File: src/rtl/untilsat_ctrl_seq_if.sv
// Handshake and result bundle for the until-saturation controller.
// The master drives the run request and its parameters; the slave (the
// controller) returns status, per-channel flags and accumulator values.
interface untilsat_ctrl_seq_if #(
  parameter int WIDTH    = 8,
  parameter int CHANNELS = 4,
  parameter int STEP_W   = 4
);
  logic                      start;
  logic [WIDTH-1:0]          limit;
  logic [STEP_W-1:0]         step;
  logic [CHANNELS-1:0]       arm;
  logic                      busy;
  logic                      done;
  logic                      timeout;
  logic [CHANNELS-1:0]       sat;
  logic [CHANNELS*WIDTH-1:0] count;
  logic                      y0;

  modport master (
    output start, limit, step, arm,
    input  busy, done, timeout, sat, count, y0
  );

  modport slave (
    input  start, limit, step, arm,
    output busy, done, timeout, sat, count, y0
  );
endinterface

File: src/rtl/untilsat_ctrl_seq.sv
// Until-saturation controller: CHANNELS saturating accumulators step by a
// shared increment each RUN cycle until each reaches the captured limit.
// The run ends when every armed channel is saturated, or when the cycle
// budget expires; saturation takes priority when both happen together.
module untilsat_ctrl_seq #(
  parameter int WIDTH    = 8,
  parameter int CHANNELS = 4,
  parameter int STEP_W   = 4,
  parameter int TIMEOUT  = 255
) (
  input  logic                 clk,
  input  logic                 rst,
  untilsat_ctrl_seq_if.slave   bus
);

  localparam int CYC_W = (TIMEOUT < 2) ? 1 : $clog2(TIMEOUT + 1);

  typedef enum logic [1:0] {
    IDLE = 2'd0,
    RUN  = 2'd1,
    DONE = 2'd2
  } state_t;

  state_t                          state_q;
  logic [WIDTH-1:0]                limit_q;
  logic [STEP_W-1:0]               step_q;
  logic [CHANNELS-1:0]             arm_q;
  logic [CHANNELS-1:0][WIDTH-1:0]  count_q;
  logic [CHANNELS-1:0][WIDTH-1:0]  count_d;
  logic [CHANNELS-1:0]             sat_q;
  logic [CHANNELS-1:0]             sat_d;
  logic [CYC_W-1:0]                cycCnt_q;
  logic                            done_q;
  logic                            timeout_q;
  logic [WIDTH:0]                  sum;
  logic                            allSat;

  // Next accumulator values for one RUN step; the extra sum bit means a
  // large step near the top of the range clamps to limit instead of wrapping.
  always_comb begin
    count_d = count_q;
    sat_d   = sat_q;
    sum     = '0;
    for (int c = 0; c < CHANNELS; c++) begin
      if (arm_q[c] && !sat_q[c]) begin
        sum = {1'b0, count_q[c]} + (WIDTH+1)'(step_q);
        if (sum >= {1'b0, limit_q}) begin
          count_d[c] = limit_q;
          sat_d[c]   = 1'b1;
        end else begin
          count_d[c] = sum[WIDTH-1:0];
        end
      end
    end
    allSat = &(sat_d | ~arm_q);
  end

  // Control FSM with registered outputs: capture on start, step in RUN,
  // one-cycle done pulse in DONE, results held until the next capture.
  always_ff @(posedge clk or posedge rst) begin
    if (rst) begin
      state_q   <= IDLE;
      limit_q   <= '0;
      step_q    <= '0;
      arm_q     <= '0;
      count_q   <= '0;
      sat_q     <= '0;
      cycCnt_q  <= '0;
      done_q    <= 1'b0;
      timeout_q <= 1'b0;
    end else begin
      case (state_q)
        IDLE: begin
          done_q <= 1'b0;
          if (bus.start) begin
            limit_q   <= bus.limit;
            step_q    <= bus.step;
            arm_q     <= bus.arm;
            count_q   <= '0;
            sat_q     <= bus.arm & {CHANNELS{bus.limit == '0}};
            timeout_q <= 1'b0;
            cycCnt_q  <= '0;
            state_q   <= RUN;
          end
        end
        RUN: begin
          count_q  <= count_d;
          sat_q    <= sat_d;
          cycCnt_q <= cycCnt_q + CYC_W'(1);
          if (allSat) begin
            done_q  <= 1'b1;
            state_q <= DONE;
          end else if (cycCnt_q == CYC_W'(TIMEOUT - 1)) begin
            timeout_q <= 1'b1;
            done_q    <= 1'b1;
            state_q   <= DONE;
          end
        end
        DONE: begin
          done_q  <= 1'b0;
          state_q <= IDLE;
        end
        default: begin
          done_q  <= 1'b0;
          state_q <= IDLE;
        end
      endcase
    end
  end

  assign bus.busy    = (state_q == RUN);
  assign bus.done    = done_q;
  assign bus.timeout = timeout_q;
  assign bus.sat     = sat_q;
  assign bus.count   = count_q;
  assign bus.y0      = &(sat_q | ~arm_q);

endmodule

File: src/flat_wrapper.sv
// flat-port wrapper written by rule: the top's interface ports become plain ports
module untilsat_ctrl_seq_flat 
#(
  parameter int WIDTH    = 8,
  parameter int CHANNELS = 4,
  parameter int STEP_W   = 4,
  parameter int TIMEOUT  = 255
)
  (clk, rst, bus_start, bus_limit, bus_step, bus_arm, bus_busy, bus_done, bus_timeout, bus_sat, bus_count, bus_y0);
  untilsat_ctrl_seq_if #(.WIDTH(WIDTH), .CHANNELS(CHANNELS), .STEP_W(STEP_W)) bus_i ();
  input  logic clk;
  input  logic rst;
  input wire logic [$bits(bus_i.start)-1:0] bus_start;
  input wire logic [$bits(bus_i.limit)-1:0] bus_limit;
  input wire logic [$bits(bus_i.step)-1:0] bus_step;
  input wire logic [$bits(bus_i.arm)-1:0] bus_arm;
  output wire logic [$bits(bus_i.busy)-1:0] bus_busy;
  output wire logic [$bits(bus_i.done)-1:0] bus_done;
  output wire logic [$bits(bus_i.timeout)-1:0] bus_timeout;
  output wire logic [$bits(bus_i.sat)-1:0] bus_sat;
  output wire logic [$bits(bus_i.count)-1:0] bus_count;
  output wire logic [$bits(bus_i.y0)-1:0] bus_y0;
  assign bus_i.start = bus_start;
  assign bus_i.limit = bus_limit;
  assign bus_i.step = bus_step;
  assign bus_i.arm = bus_arm;
  assign bus_busy = bus_i.busy;
  assign bus_done = bus_i.done;
  assign bus_timeout = bus_i.timeout;
  assign bus_sat = bus_i.sat;
  assign bus_count = bus_i.count;
  assign bus_y0 = bus_i.y0;
  untilsat_ctrl_seq #(.WIDTH(WIDTH), .CHANNELS(CHANNELS), .STEP_W(STEP_W), .TIMEOUT(TIMEOUT)) u_core (.clk(clk), .rst(rst), .bus(bus_i));
endmodule
File: config.mk
export PLATFORM = sky130hd
export DESIGN_NAME = untilsat_ctrl_seq_flat
export DESIGN_NICKNAME = d
export VERILOG_FILES = /design/src/rtl/untilsat_ctrl_seq_if.sv /design/src/rtl/untilsat_ctrl_seq.sv /design/src/flat_wrapper.sv
export SDC_FILE = /design/constraint.sdc
export NUM_CORES = 1
export LEC_CHECK = 0
export BUFFER_PORTS_ARGS = -buffer_cell sky130_fd_sc_hd__buf_2
export CAP_MARGIN = 20
export CORE_MARGIN = 2
export CORE_UTILIZATION = 55
export CTS_BUF_LIST = sky130_fd_sc_hd__clkbuf_8
export CTS_CLUSTER_DIAMETER = 100
export DETAILED_ROUTE_END_ITERATION = 10
export PLACE_DENSITY = 0.85
export SLEW_MARGIN = 20
export SYNTH_ARGS = -nofsm -noshare
export SYNTH_HDL_FRONTEND = slang
export SYNTH_SLANG_ARGS = --single-unit
File: constraint.sdc
create_clock -name clk -period 5.1 [get_ports clk]
set_clock_uncertainty 0.1 [all_clocks]
set_input_delay 1.02 -clock clk [delete_from_list [all_inputs] [get_ports clk]]
set_output_delay 1.02 -clock clk [all_outputs]
set_load 0.01 [all_outputs]
# Word-level counts from Yosys, hierarchy flattened
# Cells that the tools add are included.
dict set report op_classes {
  muxes 32
  order_cmp 4
  n_addsub 5
  n_bitwise 4
  reduce_logical 21
  n_eq_ne 10
}
# cell n
set op_table {}
lappend op_table {{$mux 8} 9}
lappend op_table {{$pmux 32 s2} 1}
lappend op_table {{$add 8x4->9} 4}
lappend op_table {{$ge 9x8->1} 4}
lappend op_table {{$mux 32} 1}
lappend op_table {{$pmux 8 s2} 1}
lappend op_table {{$mux 1} 13}
lappend op_table {{$reduce_and 3->1} 4}
lappend op_table {{$reduce_and 4->1} 3}
lappend op_table {{$ne 2x1->1 const B} 5}
lappend op_table {{$add 8x1->8 const B} 1}
lappend op_table {{$eq 8x8->1 const B} 1}
lappend op_table {{$logic_not 8->1} 1}
lappend op_table {{$or 4x4->4} 2}
lappend op_table {{$pmux 4 s2} 1}
lappend op_table {{$mux 2} 3}
lappend op_table {{$reduce_and 2->1} 3}
lappend op_table {{$and 4x4->4} 1}
lappend op_table {{$logic_and 1x1->1} 4}
lappend op_table {{$logic_not 1->1} 4}
lappend op_table {{$mux 4} 1}
lappend op_table {{$ne 2x2->1 const B} 2}
lappend op_table {{$not 4->4} 1}
lappend op_table {{$pmux 2 s2} 1}
lappend op_table {{other kinds (5)} 5}
dict set report totals {
  ff_bits 64
  elab_cells 88
}

# Logic depth before layout (Yosys ltp)
# Gate-level depths: netlist of run 1.
dict set report depth {
  word_depth 8
  ltp_mapped 15
  mapped_depth_nobuf 14
}

# Worst setup path after synthesis of run 1
# Ideal clock, no wire load.
dict set report synth_path {
  path_kind {reg-to-reg}
  start {register u_core.count_q (netlist bit u_core.bus.count[16])}
  end {register u_core.count_q (netlist bit u_core.bus.count[18])}
  stages_incl_launch_ff 16
  path_slack_ns 1.410
  setup_ns 0.131
  arrival_time_ns 3.459
  t_required_ns 4.869
  path_cell_list {dfrtp_1 ha_1 inv_1 fa_1 or2b_2 a21oi_1 and3_1 xor2_1 ha_1 and3_1 a221o_1 a211oi_4 buf_6 nor2_1 a21oi_1 o21ai_0}
}
dict set report synth_between {
  elab_chain_len 5
}
# element line_no
set synth_rtl {}
lappend synth_rtl {{start, declared} untilsat_ctrl_seq.sv:28} ;# logic [CHANNELS-1:0][WIDTH-1:0] count_q;
lappend synth_rtl {{start signal, assigned} untilsat_ctrl_seq.sv:87} ;# count_q <= count_d;
lappend synth_rtl {{$add 8x4->9 (*)} untilsat_ctrl_seq.sv:46} ;# sum = {1'b0, count_q[c]} + (WIDTH+1)'(step_q);
lappend synth_rtl {{$ge 9x8->1} untilsat_ctrl_seq.sv:47} ;# if (sum >= {1'b0, limit_q}) begin
lappend synth_rtl {{$mux 8 (*)} untilsat_ctrl_seq.sv:47}
lappend synth_rtl {{$mux 8 (*)} untilsat_ctrl_seq.sv:45} ;# if (arm_q[c] && !sat_q[c]) begin
lappend synth_rtl {{$pmux 32 s2 (*)} untilsat_ctrl_seq.sv:72} ;# case (state_q)
# Every way passes the cells marked *; elsewhere a longest branch is shown, timed or not. The select of a mux whose other input is x is not followed.
# A chain may end at the register's enable or synchronous reset.

# Worst setup path after layout of run 1
dict set report layout_path {
  start {register u_core.step_q[0]}
  end {register u_core.done_q (netlist: u_core.bus.done)}
}
dict set report layout_between {
  elab_chain_len 8
  word_cells_on_any_way 21
}
# element line_no
set layout_rtl {}
lappend layout_rtl {{start, declared} untilsat_ctrl_seq.sv:26} ;# logic [STEP_W-1:0] step_q;
lappend layout_rtl {{start signal, assigned} untilsat_ctrl_seq.sv:77} ;# step_q <= bus.step;
lappend layout_rtl {{$add 8x4->9} untilsat_ctrl_seq.sv:46}
lappend layout_rtl {{$ge 9x8->1} untilsat_ctrl_seq.sv:47}
lappend layout_rtl {{$mux 1} untilsat_ctrl_seq.sv:47}
lappend layout_rtl {{$mux 1} untilsat_ctrl_seq.sv:45}
lappend layout_rtl {{$or 4x4->4 (*)} untilsat_ctrl_seq.sv:55} ;# allSat = &(sat_d | ~arm_q);
lappend layout_rtl {{$reduce_and 4->1 (*)} untilsat_ctrl_seq.sv:55}
lappend layout_rtl {{$mux 1} untilsat_ctrl_seq.sv:90} ;# if (allSat) begin
lappend layout_rtl {{$mux 1} untilsat_ctrl_seq.sv:72}
lappend layout_rtl {{end signal, assigned} untilsat_ctrl_seq.sv:74} ;# done_q <= 1'b0;
lappend layout_rtl {{end signal, assigned} untilsat_ctrl_seq.sv:91} ;# done_q <= 1'b1;
lappend layout_rtl {{end signal, assigned} untilsat_ctrl_seq.sv:95} ;# done_q <= 1'b1;
lappend layout_rtl {{end, declared} untilsat_ctrl_seq.sv:33} ;# logic done_q;
# Every way passes the cells marked *; elsewhere a longest branch is shown, timed or not.

==> results of run 1 <==
[final timing paths]
check | cells after the start | to | slack (ps)
max in group asynchronous | 3 | u_core.arm_q[2] | 3290
hold reg to reg | 1 | u_core.cycCnt_q[6] | 400
min in group asynchronous | 2 | u_core.bus.count[7] | 750
hold / removal | 1 | u_core.cycCnt_q[6] | 400
setup / recovery | 14 | u_core.bus.done | 830
setup reg to reg | 14 | u_core.bus.done | 830
[flip-flops by register name, indices dropped and copies added, names as in the netlist]
name,cells
u_core.arm_q,4
u_core.limit_q,8
u_core.bus.timeout,1
u_core.bus.count,32
u_core.step_q,4
u_core.cycCnt_q,8
u_core.bus.done,1
u_core.bus.sat,4
u_core.state_q,2
[layout make-up]
cell class                 count  share of cell area [%]
inverter                      33                    2.45
multi-input combinational    411                    54.1
sequential                    64                    31.7
clock inverter                 4                   0.322
timing repair buffer          61                    6.18
clock buffer                  10                    2.72
tap                          105                    2.60
[synthesized netlist by cell type (4+ instances only)]
cell,n,share of area (%)
o2bb2ai_1,4,0.78
fa_1,4,1.8
xnor2_1,15,2.9
o21ai_0,52,5.8
inv_1,32,2.7
ha_1,50,14
a21o_1,4,0.66
nand2_1,95,7.9
mux2i_1,21,4.7
clkbuf_1,7,0.58
nor2b_1,7,0.97
nand3_1,22,2.4
a21oi_1,31,3.4
nor2_1,28,2.3
xor2_1,9,1.7
a31oi_1,11,1.5
and3_1,8,1.1
dfrtp_1,64,35
nand2b_1,5,0.69
[worst register-to-register path: cells and delay by family (launching register included)]
family,cells,cell delay [ps]
AOI/OAI and AO/OA,5,1570
xor gates and xnor gates,1,200
adders and majority gates,3,870
buffers and inverters,1,50
DFF,1,450
and+or+nand+nor,4,900
[logic make-up (layout without fill, tap and decap cells)]
logic type	after synthesis	after routing	synth area share [%]
buffers and inverters	45	108	4.10
flip-flops	64	64	35.4
adder cells (fa/ha/maj)	54	54	15.6
multiplexers	21	21	4.65
AO/OA/AOI/OAI	133	133	18.0
XOR/XNOR	24	24	4.65
AND/OR/NAND/NOR	179	179	17.6
[per-layer routing]
metal | up-vias | GRT usage (%) | share of wire [%]
met5 | - | 0 | 0
met4 | 0 | 9.90 | 2.6
met3 | 28 | 5.59 | 7.3
met2 | 188 | 48.0 | 48
met1 | 2037 | 38.6 | 42
li1 | 1951 | - | -
[cell usage in the layout, fill, tap and decap left out, types with 2 or more instances in the layout]
cell type / count
nand2_1: 95
dfrtp_1: 64
buf_2: 58
o21ai_0: 51
ha_1: 50
inv_1: 34
a21oi_1: 31
nor2_1: 28
nand3_1: 22
mux2i_1: 21
xnor2_1: 15
a31oi_1: 11
clkbuf_8: 10
xor2_1: 9
and3_1: 8
nor2b_1: 7
nand2b_1: 5
o2bb2ai_1: 4
a21o_1: 4
fa_1: 4
o211ai_1: 3
o31ai_1: 3
a211oi_1: 3
nand4_1: 3
o22ai_1: 3
buf_4: 3
o21ai_2: 2
o21a_1: 2
or4_1: 2
a221o_1: 2
a31o_2: 2
o21bai_1: 2
nor3_1: 2
[through the flow]
step	cells	power (mW)	hold slack, ps	setup WS, ps
after global routing	688	3.97	430	522
after CTS	688	3.60	398	881
after global placement	674	3.09	370	989
final	688	3.66	400	833
after detailed placement	674	3.21	385	889
after floorplan	520	2.60	349	1410
[where the power goes]
part	total [mW]	internal (mW)	leakage [nW]	switching, mW
clock network	0.372	0.178	0.0918	0.194
registers	0.959	0.694	0.848	0.265
logic	2.33	0.906	1.61	1.43
total	3.66	1.78	2.55	1.88
==> summary.txt, run 1 <==
CP top delay family -> compound AO/OA/AOI/OAI gates
Leak -> 2.55 nW
Filler cells -> 700
gr ovfl total -> 0
DR WL/cell -> 17.8 um
Cell Area, Synth -> 4520 um^2
Die Y -> 94.6 um
Total GRT Usage -> 29.2%
initial core utilization -> 55.8%
Post-DP Area -> 4900 um^2
GPL Wtd Cong -> 0.936
Largest stage delay, worst path -> 630 ps
crit-path cells -> ha_1, inv_1, fa_1, or2b_2, a21oi_1, and3_1, xor2_1, ha_1, and3_1, a221o_1, a211oi_4, nand2_1, o2111ai_2, a31oi_1
Pre-Repair DR Iteration Count -> 5
Iter 0 DRT Violations -> 293
Ant. Diodes -> 0
detailed-placement wirelength estimate -> 9.03 mm
clock slew at reported path FFs -> 70 ps
setup tns final -> 0 ps
setup violators final -> 0
slowest CP cell -> a211oi_4
crit path from -> u_core.step_q[0]
CTS tree -> yes
Setup Crit Path Kind -> flop to flop
Fmax achieved -> 234 MHz
Ys Warns -> 0
antenna-violating nets left -> 0
register area share after synthesis -> 35.4%
vias in the first global route -> 4069
CTS H-Tree Depth -> 3
Die Width -> 94.6 um
Reg area -> 1600 um^2
Hold Startpoint -> u_core.cycCnt_q[6]
Sink Count -> 64
CP Capture Type -> flop
post-synthesis area per instance -> 8.69 um^2
vias per inst -> 6.11
first-pass GRT wire length -> 19.9 mm
Std-Cell Rows -> 33
fin crit share -> 83.7%
required time worst endpoint -> 5200 ps
area of the core -> 8090 um^2
max_slew headroom -> 43.3%
RSZ-0062 raised after global routing -> false
Max IR drop VDD -> 0.401 mV
crit-path max FO -> 18
vias -> 4204
crit path time final -> 4270 ps
Post-Synthesis Cells -> 520
Startpoint Class -> flop
Pwr Density -> 724 nW/um^2
max_cap viols -> 0
Hold Vio Cnt, Final -> 0
IO Pins -> 59
initial antenna violation count -> 0
ys async rst share -> 100%
status -> complete, no violations
total wire length -> 12.3 mm
clock tree buffer depth -> 2
Netlist cell types -> 53
main flop type after synthesis -> dfrtp_1
Area Growth Syn to Fin -> 12.0%
largest net degree at the start of global routing -> 40
Mapped Nets -> 593
CP bufs+invs -> 1
r2r startpoint -> u_core.step_q[0]
Setup Fix Bufs, Post-CTS -> 0
worst skew pair latency -> 350 ps
number of flops mapped to enable cells by yosys -> 0
CTS buffer count -> 9
worst-margin pin slew -> 850 ps
# DRC -> 0
nets -> 653
CTS resizes -> 0
area of the multi-input gates -> 2740 um^2
layout cells sized above 1 -> 13.9%
count of input and output buffers -> 58
Clock Tree Root -> clkbuf_8
Die Area -> 8960 um^2
Max Slew Vio Count -> 0
Hold/Removal Path Class -> flop to flop
Layout Utilization -> 62.5%
Data arrival, critical path -> 4370 ps
Finished Cell Area -> 5060 um^2
CTS Hold Buffers Added -> 0
flop and latch count out of synthesis -> 64
(Power assumes the default switching activity.)
==> inputs of run 2 (changes only) <==
--- a/config.mk
+++ b/config.mk
@@ -5,6 +5,7 @@
 export SDC_FILE = /design/constraint.sdc
 export NUM_CORES = 1
 export LEC_CHECK = 0
+export ABC_AREA = 1
 export BUFFER_PORTS_ARGS = -buffer_cell sky130_fd_sc_hd__buf_2
 export CAP_MARGIN = 20
 export CORE_MARGIN = 2
==> constraint.sdc (replaced) <==
create_clock -name clk -period 4.1 [get_ports clk]
set_clock_uncertainty 0.1 [all_clocks]
set_input_delay 0.82 -clock clk [delete_from_list [all_inputs] [get_ports clk]]
set_output_delay 0.82 -clock clk [all_outputs]
set_load 0.01 [all_outputs]
==> summary.txt, run 2 <==
status -> complete, no violations
antenna-violating nets left -> 0 (unchanged)
layout cells sized above 1 -> 15.0% (+1.1 points)
Largest register FFs -> 32 (unchanged)
GRT Max-Usage Layer -> met2
crit path from -> u_core.step_q[1]
Filler cells -> 722 (+3.1%)
commonest non-fill, non-tap cell in the layout -> nand2_1
setup slack, reg-to-reg -> 720 ps (-110 ps)
Total GRT Usage -> 28.7% (-0.48 points)
list of most frequent post-synthesis cells -> nand2_1, inv_1, dfrtp_1
CTS tree -> yes
Mapped Nets -> 690 (+16%)
Leak -> 2.93 nW (+15%)
vias per inst -> 5.69 (-6.8%)
required time worst endpoint -> 4280 ps (-920 ps)
clock slew at reported path FFs -> 80 ps (about the same)
CTS buffer count -> 9 (unchanged)
vias -> 4470 (+6.3%)
top cell type's share of synthesized area -> 34.2% (-1.3 points)
CTS Hold Buffers Added -> 0 (unchanged)
initial core utilization -> 56.7% (+0.91 points)
Cell Area, Synth -> 4690 um^2 (+3.7%)
synth top area cells -> dfrtp_1, ha_1, nand2_1
CTS H-Tree Depth -> 3 (unchanged)
setup tns final -> 0 ps (unchanged)
worst skew pair latency -> 360 ps (about the same)
Hold Vio Cnt, Final -> 0 (unchanged)
r2r startpoint -> u_core.step_q[1]
largest net degree at the start of global routing -> 53 (+33%)
clock tree buffer depth -> 2 (unchanged)
Critical Path End -> u_core.bus.count[21]
gr ovfl total -> 0 (unchanged)
worst r2r dst -> u_core.bus.count[21]
Data arrival, critical path -> 3560 ps (-810 ps)
CTS resizes -> 0 (unchanged)
setup violators final -> 0 (unchanged)
Std-Cell Rows -> 33 (unchanged)
crit-path max FO -> 16 (-2)
Die Area -> 9270 um^2 (+3.5%)
Pre-Repair DR Iteration Count -> 5 (unchanged)
number of flops mapped to enable cells by yosys -> 0 (unchanged)
detailed-placement wirelength estimate -> 8.98 mm (-0.63%)
DR WL/cell -> 15.9 um (-11%)
Startpoint Class -> flop
flop and latch count out of synthesis -> 64 (unchanged)
CP Capture Type -> flop
area leader, netlist -> dfrtp_1
Die Width -> 96.3 um (+1.8%)
DP Cell Count -> 769 (+14%)
area of the core -> 8260 um^2 (+2.0%)
fin crit share -> 82.4% (-1.3 points)
GPL Wtd Cong -> 0.931 (-0.52%)
IO Pins -> 59 (unchanged)
count of input and output buffers -> 58 (unchanged)
Layout Utilization -> 63.3% (+0.81 points)
R2R cell count -> 15 (+1)
Pwr Density -> 873 nW/um^2 (+21%)
crit path time final -> 3380 ps (-889 ps)
vias in the first global route -> 4363 (+7.2%)
most frequent cells in the layout -> nand2_1, inv_1, dfrtp_1
Post-Synthesis Cells -> 617 (+19%)
# DRC -> 0 (unchanged)
ys async rst share -> 100% (unchanged)
register area share after synthesis -> 34.2% (-1.3 points)
Sink Count -> 64 (unchanged)
Setup Fix Bufs, Post-CTS -> 0 (unchanged)
most common cell in the synthesized netlist -> nand2_1
GRT met2 Usage -> 45.6% (-2.4 points)
Die Y -> 96.3 um (+1.8%)
Fmax achieved -> 296 MHz (+26%)
nets -> 748 (+15%)
initial antenna violation count -> 0 (unchanged)
Ys Warns -> 0 (unchanged)
RSZ-0062 raised after global routing -> false
Tot Pwr -> 4.57 mW (+25%)
Netlist cell types -> 31 (-42%)
Final Non-Filler Cells -> 785 (+14%)
total wire length -> 12.5 mm (+1.7%)
Iter 0 DRT Violations -> 369 (+26%)
Max IR drop VDD -> 0.478 mV (+19%)
met3 Track Usage GR -> 8.07% (+2.5 points)
max_cap viols -> 0 (unchanged)
main flop type after synthesis -> dfrtp_1
worst-margin pin slew -> 920 ps (+70.0 ps)
post-synthesis area per instance -> 7.59 um^2 (-13%)
Area Growth Syn to Fin -> 11.6%
met1 usage -> 35.5% (-3.1 points)
Hold/Removal Path Class -> flop to flop
Ant. Diodes -> 0 (unchanged)
max_slew headroom -> 38.6% (-4.7 points)
Max Slew Vio Count -> 0 (unchanged)
Clock Tree Root -> clkbuf_8
Setup Crit Path Kind -> flop to flop
first-pass GRT wire length -> 20.1 mm (+0.93%)
-- run 2: critical path, cell delays in order, from the launching register on --
cell,delay [ps]
dfrtp_1,510
inv_1,210
fa_1,480
inv_1,80
nand3_1,110
a21oi_1,230
xor2_1,190
inv_1,90
ha_1,300
a21oi_1,190
nand2_1,70
nand2_1,120
nand2_2,200
a21oi_1,200
o21ai_0,130
o21ai_0,90
-- run 2: cell families (layout without fill, tap and decap cells) --
kind of cell               after synthesis  count (layout)  synth area share (%)
and+or+nand+nor                        221             221                  20.2
AOI/OAI and AO/OA                      145             145                  17.1
buffers and inverters                  114             177                  9.88
DFF                                     64              64                  34.2
adders and majority gates               54              54                  15.1
xor gates and xnor gates                19              19                  3.55
-- run 2: worst min path at each step --
stage | startpoint | endpoint | cells past startpoint
after floorplan | u_core.arm_q[3] | u_core.arm_q[3] | 2
after global placement | u_core.bus.timeout | u_core.bus.timeout | 2
after detailed placement | u_core.bus.timeout | u_core.bus.timeout | 2
after CTS | u_core.bus.timeout | u_core.bus.timeout | 2
after global routing | u_core.arm_q[3] | u_core.arm_q[3] | 2
final | u_core.bus.timeout | u_core.bus.timeout | 2
-- run 2: metrics by stage --
stage	hold WS [ps]	area, um^2	setup WS (ps)
after floorplan	364	4690	1290
after global routing	427	5230	567
after detailed placement	379	5040	873
after global placement	365	5040	979
final	393	5230	722
after CTS	399	5230	843
-- run 2: final cells by class --
cell class,instances,area [um^2],share of cell area [%]
flip-flops and latches,64,1600,30.6
clock inverters,4,20.0,0.383
inverters,100,377,7.20
repair buffers,61,313,5.98
well taps,105,131,2.51
multi-input cells,439,2620,50.1
clock buffers,12,165,3.16
-- run 2: layer usage --
layer	wire (um)	up-vias
met1	5120	2088
met2	5840	199
met5	0	-
met4	489	0
met3	1030	47
li1	-	2136
-- run 2: where the power goes --
part	switching [mW]	leakage [nW]	internal (mW)
combinational	1.93	1.98	1.01
sequential	0.235	0.847	0.868
clock	0.257	0.101	0.264
total	2.43	2.93	2.14
